===== src/rtl/darkmemarb_pkg.sv =====
// Shared types and constants for the darkriscv two-port to one-port memory arbiter.
// Supports data widths up to ARB_MAX_DW bits.
package darkmemarb_pkg;

  typedef enum logic [1:0] {
    IDLE   = 2'd0,
    BUSY_I = 2'd1,
    BUSY_D = 2'd2
  } arb_state_t;

  typedef enum logic {
    GNT_I = 1'b0,
    GNT_D = 1'b1
  } arb_gnt_t;

  localparam int ARB_CNT_W  = 16;
  localparam int ARB_MAX_DW = 256;

  // Returned to the requester when the slave never answers.
  localparam logic [ARB_MAX_DW-1:0] ARB_ABORT_DATA = '1;

  // The watchdog holds at its maximum value rather than wrapping.
  function automatic logic [ARB_CNT_W-1:0] sat_inc(input logic [ARB_CNT_W-1:0] v);
    return (v == '1) ? v : v + ARB_CNT_W'(1);
  endfunction

endpackage


===== src/rtl/darkmemarb_if.sv =====
// Bus bundle for darkmemarb: instruction port, data port and the shared memory port.
// The master side holds the core requesters and the memory slave; the arbiter uses the slave side.
interface darkmemarb_if #(
  parameter int AW = 32,
  parameter int DW = 32
);

  // Request/acknowledge: a requester raises its request (I_REQ, D_RD or D_WR) with a stable
  // address/command and holds it until the matching one-cycle ACK, where the data is valid.
  // The arbiter holds M_REQ and a stable command until the cycle after M_ACK (or an abort);
  // M_RDATA is sampled only while M_ACK=1 and M_ACK is ignored when no access is outstanding.
  logic            I_REQ;
  logic [AW-1:0]   I_ADDR;
  logic [DW-1:0]   I_DATA;
  logic            I_ACK;

  logic            D_RD;
  logic            D_WR;
  logic [DW/8-1:0] D_BE;
  logic [AW-1:0]   D_ADDR;
  logic [DW-1:0]   D_WDATA;
  logic [DW-1:0]   D_RDATA;
  logic            D_ACK;

  logic            M_REQ;
  logic            M_WE;
  logic [DW/8-1:0] M_BE;
  logic [AW-1:0]   M_ADDR;
  logic [DW-1:0]   M_WDATA;
  logic [DW-1:0]   M_RDATA;
  logic            M_ACK;

  logic            HLT;
  logic            ERR;

  modport master (
    output I_REQ, I_ADDR, D_RD, D_WR, D_BE, D_ADDR, D_WDATA, M_RDATA, M_ACK,
    input  I_DATA, I_ACK, D_RDATA, D_ACK, M_REQ, M_WE, M_BE, M_ADDR, M_WDATA, HLT, ERR
  );

  modport slave (
    input  I_REQ, I_ADDR, D_RD, D_WR, D_BE, D_ADDR, D_WDATA, M_RDATA, M_ACK,
    output I_DATA, I_ACK, D_RDATA, D_ACK, M_REQ, M_WE, M_BE, M_ADDR, M_WDATA, HLT, ERR
  );

endinterface


===== src/rtl/darkmemarb.sv =====
// Shares one external memory port between the darkriscv fetch and data ports, with
// alternating priority on ties, core stall generation and a slave-timeout watchdog.
module darkmemarb
  import darkmemarb_pkg::*;
#(
  parameter int AW  = 32,
  parameter int DW  = 32,
  parameter int TMO = 255
) (
  input  logic        CLK,
  input  logic        RES,
  darkmemarb_if.slave bus,
  output arb_state_t  dbg_state
);

  localparam logic [ARB_CNT_W-1:0] TMO_C = ARB_CNT_W'(TMO);

  arb_state_t      state, state_n;
  arb_gnt_t        last, last_n;
  logic [ARB_CNT_W-1:0] cnt, cnt_n, cnt_inc;

  logic            m_req, m_req_n;
  logic            m_we, m_we_n;
  logic [DW/8-1:0] m_be, m_be_n;
  logic [AW-1:0]   m_addr, m_addr_n;
  logic [DW-1:0]   m_wdata, m_wdata_n;

  logic            i_ack, i_ack_n;
  logic            d_ack, d_ack_n;
  logic [DW-1:0]   i_data, i_data_n;
  logic [DW-1:0]   d_rdata, d_rdata_n;
  logic            err, err_n;

  logic            d_req;
  logic            i_pend, d_pend;
  logic            grant_i;
  logic            done;
  logic [DW-1:0]   done_data;

  assign d_req = bus.D_RD | bus.D_WR;

  // A request seen alongside its own ACK is the access just finished, not a new one.
  assign i_pend  = bus.I_REQ & ~i_ack;
  assign d_pend  = d_req & ~d_ack;
  assign cnt_inc = sat_inc(cnt);

  always_comb begin
    state_n   = state;
    last_n    = last;
    cnt_n     = cnt;
    m_req_n   = m_req;
    m_we_n    = m_we;
    m_be_n    = m_be;
    m_addr_n  = m_addr;
    m_wdata_n = m_wdata;
    i_ack_n   = 1'b0;
    d_ack_n   = 1'b0;
    i_data_n  = i_data;
    d_rdata_n = d_rdata;
    err_n     = err;
    grant_i   = 1'b0;
    done      = 1'b0;
    done_data = bus.M_RDATA;

    case (state)
      IDLE: begin
        grant_i = i_pend & (~d_pend | (last == GNT_D));
        if (grant_i) begin
          state_n  = BUSY_I;
          last_n   = GNT_I;
          cnt_n    = '0;
          m_req_n  = 1'b1;
          m_we_n   = 1'b0;
          m_be_n   = '1;
          m_addr_n = bus.I_ADDR;
        end else if (d_pend) begin
          state_n   = BUSY_D;
          last_n    = GNT_D;
          cnt_n     = '0;
          m_req_n   = 1'b1;
          m_we_n    = bus.D_WR;
          m_be_n    = bus.D_BE;
          m_addr_n  = bus.D_ADDR;
          m_wdata_n = bus.D_WDATA;
        end
      end

      BUSY_I, BUSY_D: begin
        // A real acknowledge beats a watchdog expiry in the same cycle.
        if (bus.M_ACK) begin
          done      = 1'b1;
          done_data = bus.M_RDATA;
        end else if (cnt_inc == TMO_C) begin
          done      = 1'b1;
          done_data = ARB_ABORT_DATA[DW-1:0];
          err_n     = 1'b1;
          cnt_n     = cnt_inc;
        end else begin
          cnt_n = cnt_inc;
        end

        if (done) begin
          state_n = IDLE;
          m_req_n = 1'b0;
          if (state == BUSY_I) begin
            i_ack_n  = 1'b1;
            i_data_n = done_data;
          end else begin
            d_ack_n   = 1'b1;
            d_rdata_n = done_data;
          end
        end
      end

      default: begin
        state_n = IDLE;
        m_req_n = 1'b0;
      end
    endcase
  end

  always_ff @(posedge CLK) begin
    if (!RES) begin
      state   <= IDLE;
      last    <= GNT_D;
      cnt     <= '0;
      m_req   <= 1'b0;
      m_we    <= 1'b0;
      m_be    <= '0;
      m_addr  <= '0;
      m_wdata <= '0;
      i_ack   <= 1'b0;
      d_ack   <= 1'b0;
      i_data  <= '0;
      d_rdata <= '0;
      err     <= 1'b0;
    end else begin
      state   <= state_n;
      last    <= last_n;
      cnt     <= cnt_n;
      m_req   <= m_req_n;
      m_we    <= m_we_n;
      m_be    <= m_be_n;
      m_addr  <= m_addr_n;
      m_wdata <= m_wdata_n;
      i_ack   <= i_ack_n;
      d_ack   <= d_ack_n;
      i_data  <= i_data_n;
      d_rdata <= d_rdata_n;
      err     <= err_n;
    end
  end

  assign bus.M_REQ   = m_req;
  assign bus.M_WE    = m_we;
  assign bus.M_BE    = m_be;
  assign bus.M_ADDR  = m_addr;
  assign bus.M_WDATA = m_wdata;
  assign bus.I_ACK   = i_ack;
  assign bus.I_DATA  = i_data;
  assign bus.D_ACK   = d_ack;
  assign bus.D_RDATA = d_rdata;
  assign bus.ERR     = err;
  assign bus.HLT     = i_pend | d_pend;
  assign dbg_state   = state;

endmodule


===== src/flat_wrapper.sv =====
// flat-port wrapper written by rule: the top's interface ports become plain ports
module darkmemarb_flat import darkmemarb_pkg::*;
#(
  parameter int AW  = 32,
  parameter int DW  = 32,
  parameter int TMO = 255
)
  (CLK, RES, dbg_state, bus_I_REQ, bus_I_ADDR, bus_D_RD, bus_D_WR, bus_D_BE, bus_D_ADDR, bus_D_WDATA, bus_M_RDATA, bus_M_ACK, bus_I_DATA, bus_I_ACK, bus_D_RDATA, bus_D_ACK, bus_M_REQ, bus_M_WE, bus_M_BE, bus_M_ADDR, bus_M_WDATA, bus_HLT, bus_ERR);
  darkmemarb_if #(.AW(AW), .DW(DW)) bus_i ();
  input  logic CLK;
  input  logic RES;
  output arb_state_t dbg_state;
  input wire logic [$bits(bus_i.I_REQ)-1:0] bus_I_REQ;
  input wire logic [$bits(bus_i.I_ADDR)-1:0] bus_I_ADDR;
  input wire logic [$bits(bus_i.D_RD)-1:0] bus_D_RD;
  input wire logic [$bits(bus_i.D_WR)-1:0] bus_D_WR;
  input wire logic [$bits(bus_i.D_BE)-1:0] bus_D_BE;
  input wire logic [$bits(bus_i.D_ADDR)-1:0] bus_D_ADDR;
  input wire logic [$bits(bus_i.D_WDATA)-1:0] bus_D_WDATA;
  input wire logic [$bits(bus_i.M_RDATA)-1:0] bus_M_RDATA;
  input wire logic [$bits(bus_i.M_ACK)-1:0] bus_M_ACK;
  output wire logic [$bits(bus_i.I_DATA)-1:0] bus_I_DATA;
  output wire logic [$bits(bus_i.I_ACK)-1:0] bus_I_ACK;
  output wire logic [$bits(bus_i.D_RDATA)-1:0] bus_D_RDATA;
  output wire logic [$bits(bus_i.D_ACK)-1:0] bus_D_ACK;
  output wire logic [$bits(bus_i.M_REQ)-1:0] bus_M_REQ;
  output wire logic [$bits(bus_i.M_WE)-1:0] bus_M_WE;
  output wire logic [$bits(bus_i.M_BE)-1:0] bus_M_BE;
  output wire logic [$bits(bus_i.M_ADDR)-1:0] bus_M_ADDR;
  output wire logic [$bits(bus_i.M_WDATA)-1:0] bus_M_WDATA;
  output wire logic [$bits(bus_i.HLT)-1:0] bus_HLT;
  output wire logic [$bits(bus_i.ERR)-1:0] bus_ERR;
  assign bus_i.I_REQ = bus_I_REQ;
  assign bus_i.I_ADDR = bus_I_ADDR;
  assign bus_i.D_RD = bus_D_RD;
  assign bus_i.D_WR = bus_D_WR;
  assign bus_i.D_BE = bus_D_BE;
  assign bus_i.D_ADDR = bus_D_ADDR;
  assign bus_i.D_WDATA = bus_D_WDATA;
  assign bus_i.M_RDATA = bus_M_RDATA;
  assign bus_i.M_ACK = bus_M_ACK;
  assign bus_I_DATA = bus_i.I_DATA;
  assign bus_I_ACK = bus_i.I_ACK;
  assign bus_D_RDATA = bus_i.D_RDATA;
  assign bus_D_ACK = bus_i.D_ACK;
  assign bus_M_REQ = bus_i.M_REQ;
  assign bus_M_WE = bus_i.M_WE;
  assign bus_M_BE = bus_i.M_BE;
  assign bus_M_ADDR = bus_i.M_ADDR;
  assign bus_M_WDATA = bus_i.M_WDATA;
  assign bus_HLT = bus_i.HLT;
  assign bus_ERR = bus_i.ERR;
  darkmemarb #(.AW(AW), .DW(DW), .TMO(TMO)) u_core (.CLK(CLK), .RES(RES), .bus(bus_i), .dbg_state(dbg_state));
endmodule

===== config.mk =====
export PLATFORM = sky130hd
export DESIGN_NAME = darkmemarb_flat
export DESIGN_NICKNAME = d
export VERILOG_FILES = /design/src/rtl/darkmemarb_pkg.sv /design/src/rtl/darkmemarb_if.sv /design/src/rtl/darkmemarb.sv /design/src/flat_wrapper.sv
export SDC_FILE = /design/constraint.sdc
export NUM_CORES = 1
export LEC_CHECK = 0
export BUFFER_PORTS_ARGS = -buffer_cell sky130_fd_sc_hd__clkbuf_2
export CORE_MARGIN = 2
export CORE_UTILIZATION = 40
export CTS_CLUSTER_SIZE = 8
export DETAILED_ROUTE_END_ITERATION = 8
export GPL_TIMING_DRIVEN = 0
export PLACE_DENSITY = 0.66
export SYNTH_ARGS = -nofsm -noshare
export SYNTH_HDL_FRONTEND = slang
export SYNTH_SLANG_ARGS = --single-unit

===== constraint.sdc =====
create_clock -name CLK -period 3.3 [get_ports CLK]
set_clock_uncertainty 0.1 [all_clocks]
set_input_delay 0.165 -clock CLK [delete_from_list [all_inputs] [get_ports CLK]]
set_output_delay 0.165 -clock CLK [all_outputs]
set_load 0.01 [all_outputs]

==> metrics <==
YS warnings=0; Non-Filler Instances=between 1000 and 1500; share of post-route cells with drive strength above 1=33.0%; post-place setup slack=0.171 ns; Power per Cell Area=579 mW/mm^2; Reg clk slew, reported paths=0.07 ns; number of enable flip-flop cells after synthesis=0; proportion of synthesized flip-flops having asynchronous set or reset=0%; Worst Setup Slack, final=0.174 ns; kind of critical path=flip-flop to flip-flop; CP Cell Sequence=ha_1 -> nand4_2 -> nor3_1 -> mux2i_1 -> o2111ai_1 -> o31ai_2 -> and2_1 -> buf_6 -> buf_8 -> o221a_1; sequential element share of the synthesized area=~49%; ANT cells=0; # IOs=around 280; total gr overflow=0; maximum number of pins on one net before global-route repair=17; achievable clock frequency=0.320 GHz; required time of the critical path=between 3 and 4 ns; post-synthesis net count=775; cts bufs inserted=17; Die Width=130 um; die area=0.0170 sq mm; synth cell count leaders=sky130_fd_sc_hd__dfxtp_1 (156), sky130_fd_sc_hd__nand2_1 (73), sky130_fd_sc_hd__a21oi_1 (60), sky130_fd_sc_hd__o221a_1 (60), sky130_fd_sc_hd__nor2_1 (58); Initial Utilization=40.6%; Synth top area share=between 40% and 50%; via count of the first global-routing pass=6138; count of buffers inserted at the top-level ports=between 200 and 300; worst-margin pin slew=0.860 ns; Worst setup SP type=flip-flop; Routed Wire Length=21100 um; vias per cell=5.14; library cell with the largest summed area after synthesis=sky130_fd_sc_hd__dfxtp_1; final clock period utilization by the worst path=94.7%; detailed-routing iteration count for the pre-antenna-repair pass=4; die boundary height=~130 um; Layout fillers=1362; Post-Synthesis Cells=632; number of antenna violations at the first check in global routing=0; outcome=finished, final reports clean; DRC violation total after the first TritonRoute iteration=roughly 300; Hold Violations, Final=0; Setup violations, final=0; area occupied by multi-input gates=0.00286 sq mm; Synth cell types=51; # nets final=1173; post-layout min period=3.13 ns; number of storage elements in the synthesis netlist=~160; Cell Count Post-Placement=1124; top area cells in the synthesized netlist=sky130_fd_sc_hd__dfxtp_1 (49%), sky130_fd_sc_hd__o221a_1 (11%), sky130_fd_sc_hd__mux2i_1 (5.8%); overall via count from detail_route=6466; clock insertion delay at the later pin of the skew report=0.42 ns; RePlAce Congestion=between 0.8 and 0.9; main flop type after synthesis=sky130_fd_sc_hd__dfxtp_1; global-route usage over all layers=23.1%; static leakage=4.33 nW; cell chosen for the clock root=sky130_fd_sc_hd__clkbuf_16; post-CTS setup buffer count=0; kind of end point of the critical path=flip-flop; slowest cell on the critical path=sky130_fd_sc_hd__dfxtp_1; highest fanout seen on the critical path=10; worst hold slack=0.00591 ns; CTS tree=done; DP Wirelength=14400 um; row count=46; post-synth design cell area=0.00639 sq mm; number of violations of the max-capacitance limit=0; Total Negative Setup Slacks=0 ns; sequential standard cell area=0.00312 sq mm; VDD IR max=between 0.0003 and 0.0004 V; Slew HR=roughly 43%; Max clock buf depth=2; Routed WL per cell=16.8 um; CTS H-tree lvls=4; wire length of the first global-routing pass=31000 um; Sink Count=156; arrival time worst endpoint=3.40 ns; count of antenna-violating nets left after detailed routing=0; core footprint=around 0.016 sq mm; layout overhead on the synthesized area=51.6%; Worst path max stage delay=0.49 ns; Mapped Avg Cell Area=10.1 sq um; count of unresolved DRC violations after routing=0; worst min-delay path class=input port to flip-flop; pins over their slew limit=0; dominant cell by count in the synthesized netlist=sky130_fd_sc_hd__dfxtp_1
==> area by class of cell <==
type	count	share of cell area, %
flip-flops and latches	156	32.2
multi-input cells	413	29.5
repair buffers	379	24.9
clock buffers	17	4.39
plain buffers	55	4.05
well taps	216	2.79
clock inverters	15	1.86
inverters	8	0.310
==> stage by stage <==
stage | instance area, sq um | power (mW) | utilization [%]
2_1_floorplan | 6390 | 2.98 | -
3_3_place_gp | 8050 | 3.49 | 51.0
3_5_place_dp | 8050 | 3.50 | 51.0
4_1_cts | 9660 | 5.62 | 61.3
5_1_grt | 9690 | 5.87 | 61.5
6_report | 9690 | 5.62 | 61.5
==> cells in the final DEF (no fill, tap or decap), types with 6 or more instances in the layout <==
| cell type | n |
|---|---|
| sky130_fd_sc_hd__nand3_1 | 8 |
| sky130_fd_sc_hd__inv_1 | 8 |
| sky130_fd_sc_hd__a211oi_1 | 37 |
| sky130_fd_sc_hd__nor3_1 | 9 |
| sky130_fd_sc_hd__a21oi_1 | 60 |
| sky130_fd_sc_hd__nor2_1 | 58 |
| sky130_fd_sc_hd__dfxtp_1 | 156 |
| sky130_fd_sc_hd__dlygate4sd3_1 | 114 |
| sky130_fd_sc_hd__nand2_1 | 73 |
| sky130_fd_sc_hd__o21ai_0 | 7 |
| sky130_fd_sc_hd__clkbuf_1 | 28 |
| sky130_fd_sc_hd__o221a_2 | 8 |
| sky130_fd_sc_hd__mux2i_1 | 36 |
| sky130_fd_sc_hd__clkbuf_2 | 276 |
| sky130_fd_sc_hd__clkbuf_16 | 17 |
| sky130_fd_sc_hd__o221a_1 | 60 |
| sky130_fd_sc_hd__buf_8 | 6 |
==> state kept, by name, indices dropped and copies added, names as in the netlist, 2 cells and up <==
register / flops
u_core.bus.M_ADDR: 32
u_core.bus.D_RDATA: 32
u_core.bus.M_WDATA: 32
u_core.cnt: 16
u_core.bus.M_BE: 4
u_core.bus.I_DATA: 32
u_core.dbg_state: 2
==> power by group <==
| part | internal [mW] | switching [mW] | total, mW | leakage, nW |
|---|---|---|---|---|
| combinational | 0.597 | 0.768 | 1.36 | 2.75 |
| clock | 1.15 | 0.872 | 2.02 | 0.298 |
| sequential | 2.11 | 0.125 | 2.23 | 1.28 |
==> logic make-up after synthesis <==
family                     count (synthesis)  share of synthesized area, %
and+or+nand+nor                          181                          13.6
adders and majority gates                  5                         0.978
DFF                                      156                          48.8
muxes                                     37                          5.79
AOI/OAI and AO/OA                        186                          23.6
xor gates and xnor gates                   4                         0.548
buffers and inverters                     63                          6.61
==> critical path: cells and delay by family (launching register included) <==
| family | cells | cell delay [ns] |
|---|---|---|
| buffers and inverters | 2 | 0.27 |
| flip-flops | 1 | 0.49 |
| multiplexers | 1 | 0.29 |
| AO/OA/AOI/OAI | 3 | 0.84 |
| AND/OR/NAND/NOR | 3 | 0.76 |
| adder cells (fa/ha/maj) | 1 | 0.32 |
==> layer usage <==
metal	global-route usage (%)	vias to the layer above	share of wire, %
met3	6.43	28	6.3
li1	-	3151	-
met1	28.9	3062	44
met2	38.8	225	49
met4	7.63	0	1.4
met5	0	-	0
==> repair_timing <==
action | in CTS | in global routing
hold endpoints to repair | 119 | 2
setup endpoints to repair | 0 | 60
hold buffers | 101 | 2
gates resized for setup | 0 | 2
==> final timing paths <==
path	start	endpoint	slack, ns	depth (start not counted)
worst max-delay path	u_core.cnt[0]	u_core.bus.D_RDATA[25]	0.17	10
worst min-delay path	bus_D_ADDR[4]	u_core.bus.M_ADDR[4]	0.006	3
worst max register to register	u_core.cnt[0]	u_core.bus.D_RDATA[25]	0.17	10
worst min register to register	u_core.bus.M_WDATA[29]	u_core.bus.M_WDATA[29]	0.35	2
(Power assumes the default switching activity.)
